**config.mk**
```make
export PLATFORM = sky130hd
export DESIGN_NAME = div_unit
export DESIGN_NICKNAME = d
export VERILOG_FILES = /design/src/rtl/div_unit.sv
export SDC_FILE = /design/constraint.sdc
export NUM_CORES = 1
export LEC_CHECK = 0
export ABC_AREA = 0
export CORE_MARGIN = 8
export CORE_UTILIZATION = 60
export CTS_BUF_LIST = sky130_fd_sc_hd__clkbuf_2
export DETAILED_ROUTE_END_ITERATION = 6
export PLACE_DENSITY = 0.82
export SLEW_MARGIN = 10
export SYNTH_ARGS = -nofsm -noshare
export SYNTH_HDL_FRONTEND = slang
export SYNTH_SLANG_ARGS = --single-unit
```
**constraint.sdc**
```tcl
create_clock -name clk -period 9.5 [get_ports clk]
set_input_delay 0.95 -clock clk [delete_from_list [all_inputs] [get_ports clk]]
set_output_delay 0.95 -clock clk [all_outputs]
set_load 0.1 [all_outputs]
```
**src/rtl/div_unit.sv**
```systemverilog
// Iterative radix-2 restoring divider for RV32M DIV/DIVU/REM/REMU, one op in flight.
// Optional macro DIV_EARLY_OUT_EN: divide-by-zero and signed overflow finish one cycle after accept.
`timescale 1ns/1ps
module div_unit #(
   parameter int WIDTH = 32
) (
   input  logic             clk,
   input  logic             rst,
   input  logic             in_valid,
   output logic             in_ready,
   input  logic [1:0]       op,
   input  logic [WIDTH-1:0] a,
   input  logic [WIDTH-1:0] b,
   input  logic             flush,
   output logic             busy,
   output logic             out_valid,
   output logic [WIDTH-1:0] out_result
);

   localparam int CNT_W = $clog2(WIDTH) + 1;
   localparam logic [WIDTH-1:0] MIN_NEG = {1'b1, {(WIDTH-1){1'b0}}};

   typedef enum logic [2:0] {IDLE, PREP, CALC, FIX, DONE} state_t;

   state_t           state;
   logic [1:0]       op_r;
   logic [WIDTH-1:0] a_r;
   logic [WIDTH-1:0] b_r;
   logic [WIDTH-1:0] dvs;
   logic [WIDTH-1:0] quo;
   logic [WIDTH-1:0] rem;
   logic             q_neg;
   logic             r_neg;
   logic [CNT_W-1:0] cnt;
   logic             accept;
   logic [WIDTH:0]   rem_sh;
   logic [WIDTH+1:0] diff;
   logic             unused_diff_bit;

   function automatic logic [WIDTH-1:0] abs_val(input logic signed [WIDTH-1:0] v);
      logic signed [WIDTH-1:0] n;
      n = -v;
      return v[WIDTH-1] ? n : v;
   endfunction

   // op[0]==0 selects the signed variants (DIV/REM).
   function automatic logic is_special(input logic [1:0] o, input logic [WIDTH-1:0] x,
                                       input logic [WIDTH-1:0] y);
      return (y == '0) || (!o[0] && (x == MIN_NEG) && (y == '1));
   endfunction

   function automatic logic [WIDTH-1:0] special_result(input logic [1:0] o,
                                                       input logic [WIDTH-1:0] x,
                                                       input logic [WIDTH-1:0] y);
      if (y == '0)
         return o[1] ? x : '1;
      return o[1] ? '0 : MIN_NEG;
   endfunction

   function automatic logic [WIDTH-1:0] signed_result(input logic [1:0] o,
                                                      input logic [WIDTH-1:0] q,
                                                      input logic [WIDTH-1:0] r,
                                                      input logic qn, input logic rn);
      logic [WIDTH-1:0] qf;
      logic [WIDTH-1:0] rf;
      qf = qn ? (~q + 1'b1) : q;
      rf = rn ? (~r + 1'b1) : r;
      return o[1] ? rf : qf;
   endfunction

   assign in_ready = (state == IDLE) && !rst;
   assign busy     = (state != IDLE);
   assign accept   = in_valid && in_ready && !flush;

   // Trial subtraction one bit wider than the shifted remainder; the top bit is the borrow.
   assign rem_sh          = {rem, quo[WIDTH-1]};
   assign diff            = {1'b0, rem_sh} - {2'b00, dvs};
   assign unused_diff_bit = diff[WIDTH];

   always_ff @(posedge clk) begin
      if (rst) begin
         state      <= IDLE;
         out_valid  <= 1'b0;
         out_result <= '0;
      end else begin
         out_valid <= 1'b0;
         if (flush) begin
            state <= IDLE;
         end else begin
            case (state)
               IDLE: begin
                  if (accept) begin
`ifdef DIV_EARLY_OUT_EN
                     if (is_special(op, a, b)) begin
                        state      <= DONE;
                        out_valid  <= 1'b1;
                        out_result <= special_result(op, a, b);
                     end else begin
                        state <= PREP;
                     end
`else
                     state <= PREP;
`endif
                  end
               end
               PREP: state <= CALC;
               CALC: begin
                  if (cnt == CNT_W'(WIDTH - 1))
                     state <= FIX;
               end
               FIX: begin
                  state      <= DONE;
                  out_valid  <= 1'b1;
                  out_result <= is_special(op_r, a_r, b_r) ? special_result(op_r, a_r, b_r)
                                                           : signed_result(op_r, quo, rem, q_neg, r_neg);
               end
               DONE:    state <= IDLE;
               default: state <= IDLE;
            endcase
         end
      end
   end

   // Datapath registers carry no reset; the FSM qualifies every use of them.
   always_ff @(posedge clk) begin
      case (state)
         IDLE: begin
            if (accept) begin
               op_r <= op;
               a_r  <= a;
               b_r  <= b;
            end
         end
         PREP: begin
            if (!op_r[0]) begin
               quo   <= abs_val($signed(a_r));
               dvs   <= abs_val($signed(b_r));
               q_neg <= a_r[WIDTH-1] ^ b_r[WIDTH-1];
               r_neg <= a_r[WIDTH-1];
            end else begin
               quo   <= a_r;
               dvs   <= b_r;
               q_neg <= 1'b0;
               r_neg <= 1'b0;
            end
            rem <= '0;
            cnt <= '0;
         end
         CALC: begin
            cnt <= cnt + 1'b1;
            if (!diff[WIDTH+1]) begin
               rem <= diff[WIDTH-1:0];
               quo <= {quo[WIDTH-2:0], 1'b1};
            end else begin
               rem <= rem_sh[WIDTH-1:0];
               quo <= {quo[WIDTH-2:0], 1'b0};
            end
         end
         default: ;
      endcase
   end

endmodule

```
======== Word level (Yosys, flattened, before mapping) ========
Index checks and enable logic that the tools add are counted.
operators by class
  add/subtract/negate cells ............... 6
  $mul .................................... 0
  divide/modulo/power cells ............... 0
  order comparisons ....................... 0
  equality and inequality tests ........... 8
  shift operators ......................... 0
  multiplexer cells ....................... 25
  bitwise gates (word level) .............. 4
  reduce and logical (&&, ||, !) cells .... 17
operator list
  operator                                             count
  two-way mux 32 bit                                   13
  one-hot mux 32 bit (2 select lines)                  2
  adder 32 x 1 -> 32 bit, second input constant        2
  equality test 32 bit, second input constant          2
  negator 32 bit                                       2
  inverter 32 bit                                      2
  subtractor 33 x 32 -> 34 bit                         1
  zero test 32 bit                                     1
  one-hot mux 3 bit (4 select lines)                   1
  one-hot mux 6 bit (2 select lines)                   1
  adder 6 x 1 -> 6 bit, second input constant          1
  equality test 3 x 2 -> 1 bit, second input constant  2
  equality test 6 x 5 -> 1 bit, second input constant  1
  two-way mux 1 bit                                    6
  two-way mux 3 bit                                    2
  AND reduction 2 bit                                  3
  logical AND 1 bit                                    5
  inequality test 2 bit, second input constant         2
  equality test 3 x 1 -> 1 bit, second input constant  1
  zero test 1 bit                                      3
  zero test 3 bit                                      1
  nonzero test 3 bit                                   1
  nonzero test 2 bit                                   1
  OR reduction 2 bit                                   1
  3 further kinds                                      3
word-level totals
  register bits ........................... 206
  latch bits .............................. 0
  bits in writable memories ............... 0
  bits in read-only memories .............. 0
  memories ................................ 0

======== Longest topological paths before layout ========
  depth after elaboration ................. 7
  gate-level depth with buffers ........... 14
  gate-level depth less buffers ........... 13

======== Worst setup path after synthesis ========
OpenSTA, ideal clock, no wires.
  path type ............................... register to register
  from .................................... reg state[1]
  to ...................................... reg a_r[0], enable pin
  setup time .............................. 660 ps
  arrival time ............................ 7,637 ps
  required time ........................... 8,840 ps
  slack ................................... 1,203 ps
  cell stages (with the launch flop) ...... 4
  cells stage by stage .................... dfxtp_1 -> clkbuf_1 -> or3_1 -> nor4_1
on the way
  longest elaborated chain between the ends .. 5
ends and longest elaborated chain
  item                             line     RTL
  start: declaration               25       state_t state;
  start signal: assignment         82       state <= IDLE;
  start signal: assignment         88       state <= IDLE;
  start signal: assignment         102      state <= PREP;
  zero test 3 bit *                71, 126
  logical AND 1 bit                71       assign in_ready = (state == IDLE) && !rst;
  logical AND 1 bit (2 in series)  73       assign accept = in_valid && in_ready && !flush;
  AND reduction 2 bit (no line) *  -
  end signal: assignment           130      a_r <= a;
  end: declaration                 27       logic [WIDTH-1:0] a_r;
Mark *: on every way between the ends. The rest lies on a longest branch, timed or not.
A chain may end at the register's enable or synchronous reset.

======== Final worst setup path ========
  from .................................... reg b_r[18]
  to ...................................... reg out_result[8]
on the way
  longest elaborated chain between the ends .. 7
ends and longest elaborated chain
  item                      line    RTL
  start: declaration        28      logic [WIDTH-1:0] b_r;
  start signal: assignment  131     b_r <= b;
  zero test 32 bit          49, 55
  two-way mux 1 bit         55      if (y == '0)
  two-way mux 1 bit         90      case (state)
  two-way mux 1 bit         87      if (flush) begin
  two-way mux 1 bit         81      if (rst) begin
  two-way mux 32 bit        57      return o[1] ? '0 : MIN_NEG;
  two-way mux 32 bit *      114     out_result <= is_special(op_r, a_r, b_r) ? special_result(op_r, a_r, b_r)
  end signal: assignment    114
  end: declaration          17      output logic [WIDTH-1:0] out_result
Mark *: on every way between the ends. The rest lies on a longest branch, timed or not. The select of a mux whose other input is x is not followed.

==> results_dict.tcl <==
set metrics [dict create \
    run_status "finished, violations left" \
    violations "DRC" \
    p_leak_nw 5.17 \
    holdPathStages 2 \
    cts_root_buffer "clkbuf_2" \
    grtUsageTotal 0.253 \
    synth_xor_area_frac 0.106 \
    rr_startpoint "b_r[18]" \
    synthFlopType "edfxtp_1" \
    clk-insertion-delay-late_ns 0.87 \
    synth_compound_area_frac 0.173 \
    vias 10500 \
    cp_slowest_cell "nand2_1" \
    rows 52 \
    cts_buffers 54 \
    cp_max_fo 30 \
    cts_sinks 206 \
    synth_top_area_cell "edfxtp_1" \
    slew_violations 0 \
    synth_top_area_share 0.412 \
    antenna_found_initial 1 \
    placed_cell_area_um2 13700 \
    synth_seq_area_share 0.471 \
    path_common_cell "nor3_1" \
    worst-setup-path-type "flip-flop to flip-flop" \
    slowest_delay_ns 0.80 \
    hold_path_end "out_result[23]" \
    crit_required_ns 10.24 \
    worst_pin_slew_ns 1.14 \
    core_area_um2 20200 \
    cts_tree "done" \
    port_buffers 104 \
    wire_per_inst_um 19.1 \
    seqPwrFrac 0.556 \
    ys_warn_count 0 \
    pwr-share-comb 0.114 \
    p_int_mw 1.34 \
    max_slew_margin 0.240 \
    io_pins 105 \
    cts_max_level 2 \
    endpoint_kind "flip-flop" \
    vdd_drop_max_mv 0.0849 \
    postSynthCellCount 1285 \
    synth.distinct_cells 71 \
    fin_setup_tns_ns 0 \
    p_sw_frac 0.284 \
    drive_above_1_share 0.0866 \
    initial_utilization 0.612 \
    critPathArrivalTime_ns 4.71 \
    cts_setup_buffers 0 \
    syn_avg_cell_area_um2 9.63 \
    post_cts_resized 0 \
    crit_family "simple AND/OR/NAND/NOR gates" \
    hold_path_class "flip-flop to flip-flop" \
    fin_area_um2 14100 \
    dp.cells 1614 \
    syn2layout_area_growth_pct 14.2 \
    nFillCells 1620 \
    layout_min_cycle_time_ns 3.98 \
    ys_ff_latch 206 \
    postRouteAntennaNets 0 \
    synth-async-reset-ratio 0 \
    max_cap_viol_count 0 \
    p_switching_uw 531 \
    synth_adder_area_share 0.0400 \
    clockPowerShare 0.330 \
    hold_buffers 0 \
    synth_top_family_by_area "compound AO/OA/AOI/OAI gates" \
    max_freq_mhz 251 \
    clockBufferDepth 3 \
    dp_hpwl_um 23000 \
    drt_iter0_drc 1077 \
    place_congestion 0.958 \
    path_buf_inv 0 \
    setup-violations-final 0 \
    syn_nets 1394 \
    synthMuxAreaShare 0.0186 \
    r2r_end "out_result[8]" \
    grt_pass1_vias 10400 \
    r2r_cells 9 \
    finalHoldViolCount 0 \
    powerDensity_nw_per_um2 132 \
    overflow 0 \
    crit_chain "or3_1 > or4_1 > nor3_1 > nand2_1 > and2_1 > nand2_2 > o22ai_1 > a311oi_1 > nor3_1" \
    fin_nets 1509 \
    crit_start "b_r[18]" \
    reg2reg_slack_ns 5.52 \
    wirelength_um 32800 \
    grt_setup_unrepaired "no" \
    start_kind "flip-flop" \
    clk_pin_slew_ns 0.11 \
    yosys.area_share.simple 0.154 \
    drt-pass1-iter-count 7 \
    min_from "out_result[23]" \
    grt_max_degree 71 \
    stdcell_count 1714 \
    synthTopCellsByCount "edfxtp_1, nor2_1, nand2_1" \
    dieArea_um2 25500 \
    syn-cell-area_um2 12400 \
    crit_cells 9 \
    yosysMostFrequentCell "edfxtp_1" \
    die_w_um 160 \
    synth_edf_count 170 \
    grt_pass1_wl_um 52800 \
    synthTopCellsByArea "edfxtp_1, xnor2_1, dfxtp_1" \
    drc_errors 9 \
    period_share 0.419 \
    vias_per_cell 6.15 \
    skew_ns 0.0551 \
    die_h_um 160 \
]
==> layer usage <==
| metal | vias to the layer above | share of wire | global-route usage |
|---|---|---|---|
| met2 | 564 | 0.47 | 0.406 |
| met4 | 0 | 0.044 | 0.130 |
| met1 | 4897 | 0.40 | 0.319 |
| li1 | 4960 | - | - |
| met5 | - | 0 | 0 |
| met3 | 113 | 0.087 | 0.0514 |
==> worst reg2reg max path: stages, from the launching register on <==
cell and delay, ns:
edfxtp_1 0.47, or3_1 0.47, or4_1 0.55, nor3_1 0.47
nand2_1 0.80, and2_1 0.46, nand2_2 0.20, o22ai_1 0.11
a311oi_1 0.28, nor3_1 0.08
==> layout make-up <==
class	instances	area (um2)	area share
multi-input combinational	959	6110	0.432
clock buffer	84	420	0.0297
timing repair buffer	118	1150	0.0811
antenna	1	2.50	0.000177
inverter	61	229	0.0162
sequential	206	5830	0.412
clock inverter	15	62.6	0.00442
tap	270	338	0.0239
==> per-stage QoR <==
stage | total power, mW | hold slack (ns) | utilization | setup WS [ns]
after floorplan | 1.20 | 0.425 | - | 1.20
after global placement | 1.26 | 0.449 | 0.675 | 5.64
after detailed placement | 1.27 | 0.452 | 0.675 | 5.64
after CTS | 1.88 | 0.463 | 0.699 | 5.50
after global routing | 1.95 | 0.491 | 0.699 | 5.24
final | 1.87 | 0.465 | 0.699 | 5.52
==> registers in the layout (all words and copies together) (netlist names) <==
name        count
rem            32
out_valid       1
state           3
cnt             6
a_r            32
dvs            32
out_result     32
op_r            2
q_neg           1
quo            32
r_neg           1
b_r            32
==> cells by family after synthesis <==
| kind of cell | after synthesis |
|---|---|
| compound gates | 352 |
| mux | 23 |
| simple gates | 395 |
| xor+xnor | 150 |
| buf+inv | 120 |
| fa+ha+maj | 39 |
| flops | 206 |
==> power groups by stage <==
| stage | combinational, mW | clock, mW | sequential, mW |
|---|---|---|---|
| after global placement | 0.205 | 0 | 1.06 |
| after global routing | 0.235 | 0.677 | 1.04 |
| after floorplan | 0.143 | 0 | 1.05 |
| after CTS | 0.212 | 0.632 | 1.04 |
| final | 0.213 | 0.617 | 1.04 |
| after detailed placement | 0.210 | 0 | 1.06 |
==> worst max-delay path by stage <==
stage                          end  slack (ns)
floorplan                   a_r[0]        1.20
global placement          in_ready        5.64
detailed placement  out_result[21]        5.64
CTS                       in_ready        5.50
global route               rem[29]        5.24
finish               out_result[8]        5.52
==> placed cells by master, fill, tap and decap left out, types with 23 or more instances in the layout <==
master	netlist	final
o21ai_1	25	25
nand2_1	117	117
xor2_1	48	48
nor3_1	31	31
o21ai_0	86	85
dfxtp_1	36	36
ha_1	38	38
o31ai_1	33	33
edfxtp_1	170	170
a21oi_1	103	103
clkdlybuf4s50_1	0	104
xnor2_1	102	102
mux2i_1	23	23
inv_1	60	60
nor2_1	124	123
clkbuf_2	0	84
Power figures use the tool's default switching activity.
